## config.mk

```make
export PLATFORM = sky130hd
export DESIGN_NAME = program_loader
export DESIGN_NICKNAME = d
export VERILOG_FILES = /design/src/rtl/loader_pkg.sv /design/src/rtl/program_loader.sv
export SDC_FILE = /design/constraint.sdc
export NUM_CORES = 1
export LEC_CHECK = 0
export CAP_MARGIN = 20
export CORE_MARGIN = 2
export CORE_UTILIZATION = 25
export CTS_CLUSTER_DIAMETER = 200
export DETAILED_ROUTE_END_ITERATION = 8
export PLACE_DENSITY_LB_ADDON = 0.1
export SLEW_MARGIN = 20
export SYNTH_ARGS = -nofsm -noshare
export SYNTH_HDL_FRONTEND = slang
export SYNTH_SLANG_ARGS = --single-unit
```

## constraint.sdc

```tcl
create_clock -name clk -period 1.97 [get_ports clk]
set_clock_uncertainty 0.15 [all_clocks]
set_input_delay 0.2955 -clock clk [delete_from_list [all_inputs] [get_ports clk]]
set_output_delay 0.2955 -clock clk [all_outputs]
set_load 0.01 [all_outputs]
```

## src/rtl/loader_pkg.sv

```systemverilog
// Shared types and helpers for the program loader: FSM state encoding,
// default frame marker and the running-checksum step.
package loader_pkg;

  typedef enum logic [2:0] {
    IDLE,
    LEN,
    DATA,
    CSUM,
    RELEASE,
    RUN
  } state_t;

  localparam logic [7:0] SYNC_BYTE_DEFAULT = 8'h55;

  function automatic logic [7:0] csum_add(input logic [7:0] acc, input logic [7:0] b);
    return acc + b;
  endfunction

endpackage

```

## src/rtl/program_loader.sv

```systemverilog
// Loads a framed byte-stream program image into machine RAM, holding the CPU
// in reset until the image checksum verifies, and reloads when the CPU halts.
//
// state   | meaning
// --------+-----------------------------------------------------------
// IDLE    | hunting for SYNC_BYTE, CPU held in reset
// LEN     | next byte is the image length (0 = full address space)
// DATA    | image bytes, each written to RAM the following cycle
// CSUM    | next byte is compared against the accumulated checksum
// RELEASE | image good, CPU still in reset for RST_CYCLES cycles
// RUN     | CPU running; a SYNC_BYTE while halted starts a reload
module program_loader
  import loader_pkg::*;
#(
  parameter int unsigned       ADDR_W     = 8,
  parameter logic [7:0]        SYNC_BYTE  = SYNC_BYTE_DEFAULT,
  parameter logic [ADDR_W-1:0] BASE_ADDR  = '0,
  parameter int unsigned       RST_CYCLES = 4
) (
  input  logic              clk,
  input  logic              reset,
  input  logic              rx_valid,
  input  logic [7:0]        rx_data,
  output logic              rx_ready,
  input  logic              cpu_halted,
  output logic              cpu_reset,
  output logic              ram_we,
  output logic [ADDR_W-1:0] ram_addr,
  output logic [7:0]        ram_wdata,
  output logic              loaded,
  output logic              error
);

  localparam int CNT_W = ADDR_W + 1;
  localparam int RC_W  = $clog2(RST_CYCLES + 1);

  state_t            state;
  logic [CNT_W-1:0]  remaining;
  logic [ADDR_W-1:0] ptr;
  logic [7:0]        csum;
  logic [RC_W-1:0]   rst_cnt;
  logic              xfer;
  logic [CNT_W-1:0]  len_count;

  always_comb begin
    rx_ready = 1'b0;
    if (!reset) begin
      case (state)
        IDLE, LEN, DATA, CSUM: rx_ready = 1'b1;
        RUN:                   rx_ready = cpu_halted;
        default:               rx_ready = 1'b0;
      endcase
    end
  end

  assign xfer = rx_valid && rx_ready;

  // A length byte of zero stands for the whole address space.
  always_comb begin
    len_count = CNT_W'(rx_data);
    if (rx_data == 8'd0) len_count = CNT_W'(1) << ADDR_W;
  end

  always_ff @(posedge clk) begin
    if (reset) begin
      state     <= IDLE;
      cpu_reset <= 1'b1;
      ram_we    <= 1'b0;
      ram_addr  <= '0;
      ram_wdata <= '0;
      loaded    <= 1'b0;
      error     <= 1'b0;
      remaining <= '0;
      ptr       <= '0;
      csum      <= '0;
      rst_cnt   <= '0;
    end else begin
      ram_we <= 1'b0;
      case (state)
        IDLE: begin
          if (xfer && rx_data == SYNC_BYTE) begin
            state <= LEN;
            error <= 1'b0;
          end
        end
        LEN: begin
          if (xfer) begin
            remaining <= len_count;
            ptr       <= BASE_ADDR;
            csum      <= '0;
            state     <= DATA;
          end
        end
        DATA: begin
          if (xfer) begin
            ram_we    <= 1'b1;
            ram_addr  <= ptr;
            ram_wdata <= rx_data;
            ptr       <= ptr + 1'b1;
            csum      <= csum_add(csum, rx_data);
            remaining <= remaining - 1'b1;
            if (remaining == CNT_W'(1)) state <= CSUM;
          end
        end
        CSUM: begin
          if (xfer) begin
            if (rx_data == csum) begin
              state   <= RELEASE;
              rst_cnt <= RC_W'(RST_CYCLES);
            end else begin
              error <= 1'b1;
              state <= IDLE;
            end
          end
        end
        RELEASE: begin
          // The RELEASE state itself is the RST_CYCLES-long reset window.
          if (rst_cnt <= RC_W'(1)) begin
            rst_cnt   <= '0;
            state     <= RUN;
            cpu_reset <= 1'b0;
            loaded    <= 1'b1;
          end else begin
            rst_cnt <= rst_cnt - 1'b1;
          end
        end
        RUN: begin
          if (xfer && rx_data == SYNC_BYTE) begin
            state     <= LEN;
            cpu_reset <= 1'b1;
            loaded    <= 1'b0;
          end
        end
        default: state <= IDLE;
      endcase
    end
  end

endmodule

```

Word-level counts from Yosys, hierarchy flattened:

Cells that the tools add are included.

* add/sub/neg operators: 4
* magnitude comparators: 1
* eq/ne operators: 18
* muxes and demuxes: 33
* bitwise logic cells: 1
* reductions and logical operators: 17

Operators by type and width (number)
* case mux 8 bit (2 select lines): 2
* two-way mux 3 bit: 10
* two-way mux 9 bit: 3
* two-way mux 8 bit: 3
* != test 2 bit (second input constant): 9
* case mux 9 bit (2 select lines): 1
* case mux 3 bit (5 select lines): 1
* equality test 9 x 1 -> 1 bit (second input constant): 1
* AND reduction 3 bit: 3
* subtractor 9 x 1 -> 9 bit (second input constant): 1
* adder 8 x 1 -> 8 bit (second input constant): 1
* adder 8 bit: 1
* equality test 8 x 7 -> 1 bit (second input constant): 1
* equality test 8 bit: 1
* logical NOT 8 bit: 1
* two-way mux 1 bit: 8
* case mux 1 bit (2 select lines): 4
* nonzero test 2 bit: 4
* equality test 3 x 2 -> 1 bit (second input constant): 2
* equality test 3 bit (second input constant): 2
* case mux 3 bit (2 select lines): 1
* AND reduction 6 bit: 1
* AND reduction 4 bit: 1
* OR reduction 2 bit: 2
* 9 further kinds: 10

* register bits after elaboration: 51
* bits of input ports: 12

Logic depth before layout (Yosys ltp):

* word-level depth: 8
* gate-level depth with buffers: 7
* gate-level depth less buffers: 7

Worst setup path after synthesis:

No wires, ideal clock.

* path type: input -> register
* start point: input port rx_data[4]
* end point: register rst_cnt[2]
* setup time: 0.117 ns
* data arrival time: 1.660 ns
* data required time: 1.703 ns
* path slack: 0.043 ns
* stages on the path: 6
* path buffers: 0
* cells stage by stage: ha_1 > nor4_1 > nand4b_1 > a21oi_1 > nand2_1 > a32o_1

* longest elaborated chain between the ends: 3

RTL lines
* from (decl): line program_loader.sv:23 `input logic [7:0] rx_data,`
* equality test 8 bit: line program_loader.sv:107 `if (rx_data == csum) begin`
* != test 2 bit (no source line)
* AND reduction 3 bit (no source line)
* to (signal assigned): line program_loader.sv:109 `rst_cnt <= RC_W'(RST_CYCLES);`
* to (signal assigned): line program_loader.sv:124 `rst_cnt <= rst_cnt - 1'b1;`
* to (decl): line program_loader.sv:41 `logic [RC_W-1:0] rst_cnt;`

Every way passes these cells.
A chain may end at the register's enable or synchronous reset.

Final worst setup path:

* start point: input port rx_data[2]
* end point: register remaining[8]

* longest elaborated chain between the ends: 4

RTL lines
* logical NOT 8 bit: line program_loader.sv:61 `if (rx_data == 8'd0) len_count = CNT_W'(1) << ADDR_W;`
* two-way mux 9 bit: line program_loader.sv:61
* two-way mux 9 bit: line program_loader.sv:87 `if (xfer) begin`
* case mux 9 bit (2 select lines): line program_loader.sv:79 `case (state)`
* to (signal assigned): line program_loader.sv:88 `remaining <= len_count;`
* to (signal assigned): line program_loader.sv:101 `remaining <= remaining - 1'b1;`
* to (decl): line program_loader.sv:38 `logic [CNT_W-1:0] remaining;`

Every way passes these cells. The select of a mux whose other input is x is not followed.

==> results.md <==
- Met2 Track Usage GR: 21.97%
- Total Wirelength: 7.641 mm
- CTS tree: done
- Met3 Use GR: 2.603%
- RR Startpoint: csum[1]$_SDFFE_PP0P_
- Clock share of power: 24.0%
- Ys flop type: dfxtp_1
- Number of core rows: 37
- DRT iter0 DRCs: 108
- First-pass GRT wire length: 12.53 mm
- Startpoint types: input port
- Multi-input logic area: 1689 um2
- Total Power: 2.739 mW
- Combinational share of power: 32.2%
- Fin. Hold Viols: 0
- Slew headroom: 74.19%
- Final Max Tran Viols: 0
- Pleak: 1.422 nW
- Pwr Density: 734.1 nW/um2
- Hold Crit Class: input port to register
- Crit end category: register
- Total track usage: 13.69%
- Root Buffer: clkbuf_8
- Register area share after synthesis: 37.94%
- Crit-path slowest cell: or4_1
- Required @ worst endpoint: 2070 ps
- Stages on worst setup path: 7
- R2R cell count: 6
- Met1 Usage GRT: 18.90%
- Filler Cells Inserted: 1110
- Die width: 107.8 um
- Antenna fix cells: 0
- CP endpoint: remaining[8]$_SDFFE_PP0P_
- Status: completed
- IO Count: 33
- Hpwl dp: 5.609 mm
- Vias: 2568
- Worst path top cell family by delay: simple AND/OR/NAND/NOR gates
- Synth Instances: 330
- GP Congestion: 0.7679
- Critical path buffers and inverters: 2
- Global route hottest layer: met2
- Drt pass-1 iters: 5
- ANT nets after route: 0
- Die area: 11610 um2
- Worst-Skew Late Latency: 310 ps
- WS Path Type: input port to register
- Async SR Flop Fraction: 0%
- Initial antenna violation count: 0
- Synthesized net count: 355
- H-tree depth: 2
- Core area: 10370 um2
- Internal: 1.832 mW
- Transition time of the tightest slew-check pin: 383.0 ps
- Final Setup Violations: 0
- CP max FO: 4
- Final core occ: 35.98%
- Placed Cells: 528
- Sw Share: 33.10%
- Slowest cell delay on critical path: 500 ps
- Vias in the first global route: 2497
- Cell Count, Final, Fillers Out: 538
- Worst EP arrival: 2040 ps
- # DRC: 0
- Maximum clock frequency: 516.6 MHz
- Fin nets: 426
- Storage element area: 1027 um2
- DR WL/cell: 14.20 um
- Largest net degree at the start of global routing: 27
- Final setup TNS: 0 ps
- CTS clk-pin slew, worst paths: 100 ps
- Initial core utilization: 25.95%
- Num CTS Buffers: 5
- Max rail drop VDD: 0.0003646 V
- Critical-path cell list: clkdlybuf4s50_1 > buf_4 > or4_1 > nor3_1 > a41oi_1 > o21a_1 > nor2_1
- Quantity of I/O buffers inserted on ports: 32
- Worst Setup SP: rx_data[2]
- CTS Buffer Depth: 2
- Final period utilization: 98.27%
- Synthesized area per cell: 8.156 um2
- Number of enable flip-flop cells after synthesis: 0
- CTS sink cnt: 51
- Terminus of the critical flop-to-flop path: csum[7]$_SDFFE_PP0P_
- Cell variety after synth: 55
- YS warnings: 0
- Seq pwr share: 43.8%
- FF+latch count, synth: 51
- Global route overflow: 0
- Die height: 107.8 um
- NetSw: 906.6 uW
- Mapped cell area: 2691 um2
- Vias/cell: 4.773
- Min Tclk post-route: 1936 ps
- R2R setup slack: 90 ps
- P&R area growth vs syn: 38.63%
- Share of layout cells above drive strength 1: 22.64%
- Hold buffers post-CTS: 0
- Max cap viols: 0
## state kept, by name, indices dropped and copies added (netlist names)
name / flops
remaining: 9
rst_cnt: 3
csum: 8
error: 1
cpu_reset: 1
state: 3
loaded: 1
ram_addr: 8
ram_wdata: 8
ptr: 8
ram_we: 1
## worst min-delay path, cell delays in order
cell and delay [ps]:
buf_2 130, buf_4 200, nor2_1 100
## logic make-up (layout without fill, tap and decap cells)
logic type | Yosys count | in the layout | synth area share, %
buf+inv | 27 | 99 | 4.277
fa+ha+maj | 13 | 13 | 6.323
simple gates | 127 | 127 | 23.43
compound gates | 99 | 99 | 23.57
xor+xnor | 10 | 10 | 3.254
mux | 3 | 3 | 1.209
flops | 51 | 51 | 37.94
## through the flow
stage                     worst slack [ps]  instance area, um2  hold slack (ps)
after global routing                -4.891                3731            325.4
after CTS                            12.64                3646            299.6
after global placement              -672.7                3476            294.1
after floorplan                      42.77                2691            281.5
after detailed placement            -657.2                3476            296.6
final                                34.10                3731            308.1
## synthesized netlist by cell type, types with 2 or more instances
library cell	n	area, um2
o21bai_1	3	22.52
a31oi_1	3	18.77
nand2b_1	2	12.51
clkbuf_1	13	48.80
a22oi_1	8	60.06
inv_1	7	26.28
nand2_1	44	165.2
o211ai_1	2	15.01
and2_1	2	12.51
nor3b_1	3	22.52
buf_2	5	25.02
xor2_1	5	43.79
nor3_1	9	45.04
a32o_1	3	30.03
a311oi_1	2	17.52
nor2b_1	4	25.02
a21o_1	3	22.52
nor2_1	32	120.1
and3_1	5	31.28
o21ai_0	17	85.08
xnor2_1	5	43.79
nor4b_1	3	26.28
ha_1	12	150.1
a21oi_1	40	200.2
nand4_1	3	18.77
nand3_1	4	20.02
nand4b_1	2	17.52
mux2_2	2	22.52
dfxtp_1	51	1021
nand3b_1	7	52.55
a211oi_1	3	22.52
a41oi_1	3	26.28
## worst min path at each step
stage	slack (ps)	cells after the start	start	to
6_report	310	3	reset	remaining[5]$_SDFFE_PP0P_
5_1_grt	330	4	rx_data[7]	ram_wdata[7]$_SDFFE_PP0P_
4_1_cts	300	3	reset	remaining[8]$_SDFFE_PP0P_
3_5_place_dp	300	2	ram_wdata[2]$_SDFFE_PP0P_	ram_wdata[2]$_SDFFE_PP0P_
3_3_place_gp	290	2	ram_wdata[2]$_SDFFE_PP0P_	ram_wdata[2]$_SDFFE_PP0P_
2_1_floorplan	280	2	rx_data[0]	ram_wdata[0]$_SDFFE_PP0P_
## power groups by stage
stage                     clock (mW)  sequential [mW]  combinational [mW]
final                          0.657             1.20               0.881
after global routing           0.731             1.21               0.969
after global placement             0             1.21               0.832
after detailed placement           0             1.21               0.831
after floorplan                    0             1.18               0.524
after CTS                      0.691             1.20               0.859
## final cells by class
cell class | count | share of cell area, %
clock inverters | 2 | 0.4359
well taps | 136 | 4.561
multi-input cells | 252 | 45.27
clock buffers | 6 | 2.213
inverters | 7 | 0.7042
repair buffers | 84 | 19.28
flip-flops and latches | 51 | 27.53
## cells in the final DEF, fill, tap and decap left out, types with 4 or more instances in the layout
master	n
ha_1	7
ha_4	4
inv_1	7
nor2_1	32
dfxtp_1	48
xor2_1	5
dlygate4sd2_1	5
buf_4	51
and3_1	5
nand2_1	44
nor3_1	8
xnor2_1	5
a21oi_1	38
a22oi_1	8
clkdlybuf4s50_1	23
clkbuf_8	6
nand3b_1	7
nand3_1	4
o21ai_0	15
## what timing repair did
item / in CTS / in global routing
resized for setup: 18 / 16
endpoints found under the setup margin: 12 / 12
setup buffers: 1 / 1
pin swaps: 3 / 4
## per-layer routing
layer,part of all wire (%),wire [um],vias to the layer above
met5,0,0,-
met4,0.90,69,0
met3,2.9,219,5
met2,46,3487,36
met1,51,3864,1203
li1,-,-,1324
Note: power is estimated with default switching activity, not from simulation.
